--- src/rtl/and8_core.sv ---
// and8_core: 8-input AND reduction with registered zero-count, lowest-zero index and all-ones diagnostics.
// Ports: clk, rst (sync, active-high); a[7:0] operand; b = &a;
//        zero_cnt[3:0] zeros in a; zero_idx[2:0] lowest zero bit (0 if none); all_ones registered &a.
// Define AND8_REG_OUT_EN to drive b from a flop (1-cycle latency, equals all_ones).
module and8_core (
  input  logic       clk,
  input  logic       rst,
  input  logic [7:0] a,
  output logic       b,
  output logic [3:0] zero_cnt,
  output logic [2:0] zero_idx,
  output logic       all_ones
);
  logic [3:0] cnt_d, cnt_q;
  logic [2:0] idx_d, idx_q;
  logic       ones_d, ones_q;
  // Scanning from the top down leaves the lowest zero's index in idx_d.
  always_comb begin
    cnt_d = 4'd0;
    idx_d = 3'd0;
    for (int i = 7; i >= 0; i--) begin
      idx_d = a[i] ? idx_d : 3'(i);
      cnt_d = cnt_d + {3'd0, ~a[i]};
    end
    ones_d = &a;
  end
  always_ff @(posedge clk) begin
    if (rst) begin
      cnt_q  <= 4'd0;
      idx_q  <= 3'd0;
      ones_q <= 1'b0;
    end else begin
      cnt_q  <= cnt_d;
      idx_q  <= idx_d;
      ones_q <= ones_d;
    end
  end
  assign zero_cnt = cnt_q;
  assign zero_idx = idx_q;
  assign all_ones = ones_q;
`ifdef AND8_REG_OUT_EN
  logic b_q;
  always_ff @(posedge clk) b_q <= rst ? 1'b0 : ones_d;
  assign b = b_q;
`else
  assign b = &a;
`endif
endmodule

--- config.mk ---
export PLATFORM = sky130hd
export DESIGN_NAME = and8_core
export DESIGN_NICKNAME = d
export VERILOG_FILES = /design/src/rtl/and8_core.sv
export SDC_FILE = /design/constraint.sdc
export NUM_CORES = 1
export LEC_CHECK = 0
export ABC_AREA = 1
export ABC_CLOCK_PERIOD_IN_PS = 7900
export BUFFER_PORTS_ARGS = -buffer_cell sky130_fd_sc_hd__buf_2
export CORE_MARGIN = 2
export CORE_UTILIZATION = 30
export DETAILED_ROUTE_END_ITERATION = 8
export HOLD_SLACK_MARGIN = 0.06
export PLACE_DENSITY_LB_ADDON = 0.05
export SLEW_MARGIN = 20
export SYNTH_ARGS = -nofsm -noshare
export SYNTH_HDL_FRONTEND = slang
export SYNTH_SLANG_ARGS = --single-unit
export TNS_END_PERCENT = 1
--- constraint.sdc ---
create_clock -name clk -period 7.9 [get_ports clk]
set_input_delay 1.58 -clock clk [delete_from_list [all_inputs] [get_ports clk]]
set_output_delay 1.58 -clock clk [all_outputs]
set_load 0.02 [all_outputs]
==> impl_metrics.py, run 1 <==
metrics = {
    "run_status": {
        "outcome": "completed",
    },
    "synth": {
        "syn-num-nets": 70,
        "yosysSeqAreaShare_pct": 35.36,
        "syn_area_per_cell_um2": 8.546,
        "synth_xor_area_share_pct": 1.934,
        "synth_top_family_by_area": "adder cells",
        "synthAdderAreaFrac_pct": 25.97,
        "yosysWarnings": 0,
        "synth_compound_area_share_pct": 5.801,
        "synthMuxAreaShare_pct": 0,
        "syn_inst": 53,
        "synth_simple_gate_area_share_pct": 19.34,
        "synth.cell_area_um2": 452.9,
        "synth_cell_types": 15,
        "ys_ff_latch": 8,
    },
    "pwr": {
        "p_int_w": 0.00007843,
        "power_frac_clock_pct": 25.1,
        "p_comb_share_pct": 34.6,
        "p_sw_share_pct": 31.69,
        "seqPwrFrac_pct": 40.2,
        "p_leak_nw": 0.3331,
        "power_density_nw_per_um2": 196.1,
        "irDropWorstVdd_uv": 48.36,
        "p_switching_w": 0.00003638,
    },
    "drt": {
        "wl_per_cell_um": 9.100,
        "drt_iter0_markers": 2,
        "dr.pass1.iters": 2,
        "vias": 381,
        "drtAntennaViolNets": 0,
        "wl_um": 819,
        "vias_per_cell": 4.233,
        "route.detailed.drc": 0,
    },
    "clocking": {
        "cts_resized": 0,
        "cts_setup_buffers": 0,
        "cts_tree": "built",
        "cts-buffers-inserted": 3,
        "clk_pin_slew_ns": 0.05,
        "cts_max_level": 1,
        "cts_root_buf": "clkbuf_4",
        "clock_sinks": 8,
        "cts_max_path_buffers": 2,
        "ctsHoldBuffers": 0,
    },
    "placement": {
        "port_buffers": 18,
        "dp_hpwl_um": 742.1,
        "pre_cts_ws_ns": 3.729,
        "gp_congestion": 0.6884,
    },
    "global_route": {
        "grtUsageTotal_pct": 11.53,
        "grt_pass1_vias": 400,
        "grt_pass1_wl_um": 1607,
        "grt_max_degree": 6,
        "grt_overflow": 0,
        "antenna_found_initial": 0,
    },
    "timing": {
        "period_share_pct": 49.18,
        "fin_crit_ns": 3.885,
        "setup_violations": 0,
        "slew_viol_final": 0,
        "setup_tns_ns": 0,
        "relSlewSlack_pct": 88.97,
        "rsz0062_at_grt": "no",
        "finalHoldViolations": 0,
        "holdWs_ns": 1.563,
        "timing.final.ws_setup_ns": 4.015,
        "tightest_slew_ns": 0.1650,
        "fmax_mhz": 257.4,
    },
    "cells_and_area": {
        "syn2layout_area_growth_pct": 29.28,
        "drive_gt1_share_pct": 33.78,
        "fill_cells": 162,
        "nets": 93,
        "num_antenna_cells": 0,
    },
    "worst_setup_path": {
        "path_cells": "buf_2, fa_1, inv_1, fa_1, fa_1, ha_1, inv_1, fa_1, xor2_1, nor2_1",
        "path_buf_inv": 3,
        "crit_slowest_cell": "fa_1",
        "cp_slowest_stage_delay_ns": 0.54,
        "startpoint_type": "primary input",
        "cpLargestDelayFamily": "adder cells",
        "cp.required_ns": 8.04,
        "critPathMostFrequentCell": "fa_1",
        "critPathKind": "in -> reg",
        "cp_max_fo": 4,
        "end_kind": "flip-flop",
        "arrival_ns": 4.02,
    },
    "die": {
        "num_io_pins": 19,
        "die_w_um": 42.86,
        "num_rows": 14,
        "dieArea_um2": 1837,
        "core_um2": 1454,
        "die_h_um": 42.86,
        "initial_core_util_pct": 31.15,
    },
    "hold_path": {
        "hold_class": "in -> reg",
    },
    "run": {
        "cap_violations": 0,
    },
}
-- synth_stat cells --
cell	count	area [um^2]
inv_1	13	48.80
inv_2	1	3.750
nand3_2	1	10.01
ha_1	3	37.54
a21oi_2	1	8.760
nand2_1	9	33.78
fa_1	4	80.08
a21oi_1	2	10.01
dfxtp_1	8	160.2
nand3_1	1	5.000
nand4_1	1	6.260
nor2_1	6	22.52
nor3_2	1	10.01
xor2_1	1	8.760
o211ai_1	1	7.510
-- routing by layer --
layer,global-route usage (%),part of all wire (%),up-vias
li1,-,-,201
met1,14.70,48,164
met2,18.18,45,14
met3,1.277,6.3,2
met4,7.500,0.98,0
met5,0,0,-
-- registers in the layout, summed over array words and instances, names as in the netlist --
register  cells
zero_cnt      4
zero_idx      3
all_ones      1
-- logic make-up (layout without fill, tap and decap cells) --
kind of cell | after synthesis | after routing
flops | 8 | 8
fa+ha+maj | 7 | 7
compound gates | 4 | 4
buf+inv | 14 | 35
simple gates | 19 | 19
xor+xnor | 1 | 1
-- power by group through the flow --
stage	combinational, W	clock (W)	sequential, W
floorplan	0.0000202	0	0.0000539
global placement	0.0000401	0	0.0000472
detailed placement	0.0000405	0	0.0000471
CTS	0.0000407	0.0000305	0.0000463
global route	0.0000466	0.0000318	0.0000465
finish	0.0000397	0.0000289	0.0000462
-- stage by stage --
step	area, um^2	utilization [%]	cells	total power [W]
after floorplan	452.9	-	53	0.00007410
after global placement	563.0	38.73	87	0.00008731
after detailed placement	563.0	38.73	87	0.00008764
after CTS	585.6	40.28	90	0.0001175
after global routing	585.6	40.28	90	0.0001249
final	585.6	40.28	90	0.0001148
-- final timing paths --
check,depth (start not counted),from,slack (ns),to
worst max-delay path,10,a[0],4.01,zero_cnt[2]
worst min-delay path,2,rst,1.56,zero_cnt[1]
-- placed cells by master, fill, tap and decap left out, drive strengths merged --
master	count
a21oi	3
xor2	1
fa	4
nand3	2
nand2	9
clkbuf	3
nor3	1
ha	3
o211ai	1
nor2	6
inv	14
buf	18
dfxtp	8
nand4	1
-- cell type report --
| type | count | area, um^2 | share of cell area, % |
|---|---|---|---|
| Sequential cell | 8 | 160.2 | 27.35 |
| Inverter | 14 | 52.55 | 8.974 |
| Multi-Input combinational cell | 31 | 240.2 | 41.03 |
| Clock buffer | 3 | 22.52 | 3.846 |
| Tap cell | 16 | 20.02 | 3.419 |
| Timing Repair Buffer | 18 | 90.09 | 15.38 |
No activity file was read; power rests on OpenSTA's default activity.
==> run 2, diff against run 1 <==
- ABC_CLOCK_PERIOD_IN_PS: 7900 -> 3650
- clock period: 7.9 -> 3.65 ns (I/O delays scaled with it)
==> run 2 against run 1 <==
Worst hold slack got worse by 0.85 ns; utilization unchanged; cell count did not move; sequential cell count did not move; die area did not move; combinational power up 110%; power is 120% higher; critical endpoint unchanged; highest routed layer unchanged.
==> impl_metrics.py, run 2 (synthesis gave the netlist of run 1 again) <==
metrics = {
    "timing": {
        "period_share_pct": 81.97,
        "fin_crit_ns": 2.992,
        "relSlewSlack_pct": 88.56,
        "rsz0062_at_grt": "no",
        "setup_violations": 0,
        "holdWs_ns": 0.7109,
        "setup_tns_ns": 0,
        "tightest_slew_ns": 0.1711,
        "slew_viol_final": 0,
        "finalHoldViolations": 0,
        "fmax_mhz": 334.2,
    },
    "drt": {
        "drt_iter0_markers": 5,
        "vias": 368,
        "dr.pass1.iters": 3,
        "route.detailed.drc": 0,
        "wl_um": 775,
        "vias_per_cell": 4.089,
        "wl_per_cell_um": 8.611,
        "drtAntennaViolNets": 0,
    },
    "die": {
        "die_h_um": 42.86,
        "num_rows": 14,
        "core_um2": 1454,
        "dieArea_um2": 1837,
        "initial_core_util_pct": 31.15,
        "num_io_pins": 19,
        "die_w_um": 42.86,
    },
    "pwr": {
        "p_int_w": 0.0001694,
        "p_leak_nw": 0.3331,
        "p_sw_share_pct": 31.60,
        "power_density_nw_per_um2": 423.0,
        "p_comb_share_pct": 34.0,
        "seqPwrFrac_pct": 40.5,
        "power_frac_clock_pct": 25.5,
        "irDropWorstVdd_uv": 108.2,
        "p_switching_w": 0.00007826,
    },
    "worst_setup_path": {
        "critPathKind": "in -> reg",
        "arrival_ns": 3.13,
        "cp_max_fo": 4,
        "startpoint_type": "primary input",
        "end_kind": "flip-flop",
        "cp.required_ns": 3.79,
    },
    "global_route": {
        "antenna_found_initial": 0,
        "grt_pass1_wl_um": 1435,
        "grt_overflow": 0,
        "met1_usage_pct": 13.39,
        "top_usage_layer": "met2",
        "grt_pass1_vias": 365,
        "met2_usage_pct": 15.45,
        "grt_max_degree": 6,
        "grtUsageTotal_pct": 10.56,
        "grtUsageMet3_pct": 1.277,
    },
    "cells_and_area": {
        "num_antenna_cells": 0,
        "layout_common_cells": "buf_2 (18), inv_1 (13), nand2_1 (9), dfxtp_1 (8), nor2_1 (6)",
        "drive_gt1_share_pct": 33.78,
        "syn2layout_area_growth_pct": 29.28,
        "layout_commonest_cell": "buf_2",
        "finish.utilization_pct": 40.28,
        "nets": 93,
        "fin_area_um2": 585.6,
        "largest_reg_flops": 4,
    },
    "placement": {
        "dpl_cell_area_um2": 563.0,
        "port_buffers": 18,
        "gp_congestion": 0.7025,
    },
    "clocking": {
        "cts_resized": 0,
        "cts_max_level": 1,
        "ctsHoldBuffers": 0,
        "clk_pin_slew_ns": 0.05,
        "cts_tree": "built",
        "cts_root_buf": "clkbuf_4",
        "clock_sinks": 8,
        "cts_setup_buffers": 0,
        "cts_max_path_buffers": 2,
        "cts-buffers-inserted": 3,
    },
    "run_status": {
        "outcome": "completed",
    },
    "hold_path": {
        "hold_class": "in -> reg",
    },
    "run": {
        "cap_violations": 0,
    },
}
[run 2: cell counts in the layout (fill, tap and decap cells not counted)]
No cell type changed its count.
[run 2: layout make-up]
class	instances	area [um^2]
multi-input combinational	31	240.2
fill	164	868.3
timing repair buffer	18	90.09
inverter	14	52.55
sequential	8	160.2
tap	16	20.02
clock buffer	3	22.52
[run 2: power by group through the flow]
stage	registers (W)	logic [W]	clock network (W)
after global placement	0.000102	0.0000875	0
after detailed placement	0.000102	0.0000859	0
after global routing	0.000101	0.0000998	0.0000705
after floorplan	0.000117	0.0000437	0
after CTS	0.000100	0.0000867	0.0000683
final	0.000100	0.0000842	0.0000633
[run 2: stage by stage]
step | setup slack (ns) | cells | total power, W
floorplan | 0.5896 | 53 | 0.0001604
global placement | 0.3905 | 87 | 0.0001896
detailed placement | 0.3837 | 87 | 0.0001880
CTS | 0.6538 | 90 | 0.0002552
global route | 0.5222 | 90 | 0.0002716
finish | 0.6579 | 90 | 0.0002477
[run 2: worst max-delay path, stage by stage]
cell,delay (ns)
buf_2,0.14
fa_1,0.53
inv_1,0.05
fa_1,0.44
fa_1,0.49
ha_1,0.15
inv_1,0.05
fa_1,0.37
xor2_1,0.13
nor2_1,0.05
[run 2: worst paths after layout]
check | slack [ns] | to | cells after the start | from
max | 0.66 | zero_cnt[2] | 10 | a[0]
min | 0.71 | zero_cnt[1] | 2 | rst
[run 2: per-layer routing]
layer  up-vias  share of wire [%]
met5         -                  0
met4         0                1.0
met3         2                7.9
met2        14                 42
met1       151                 49
li1        201                  -
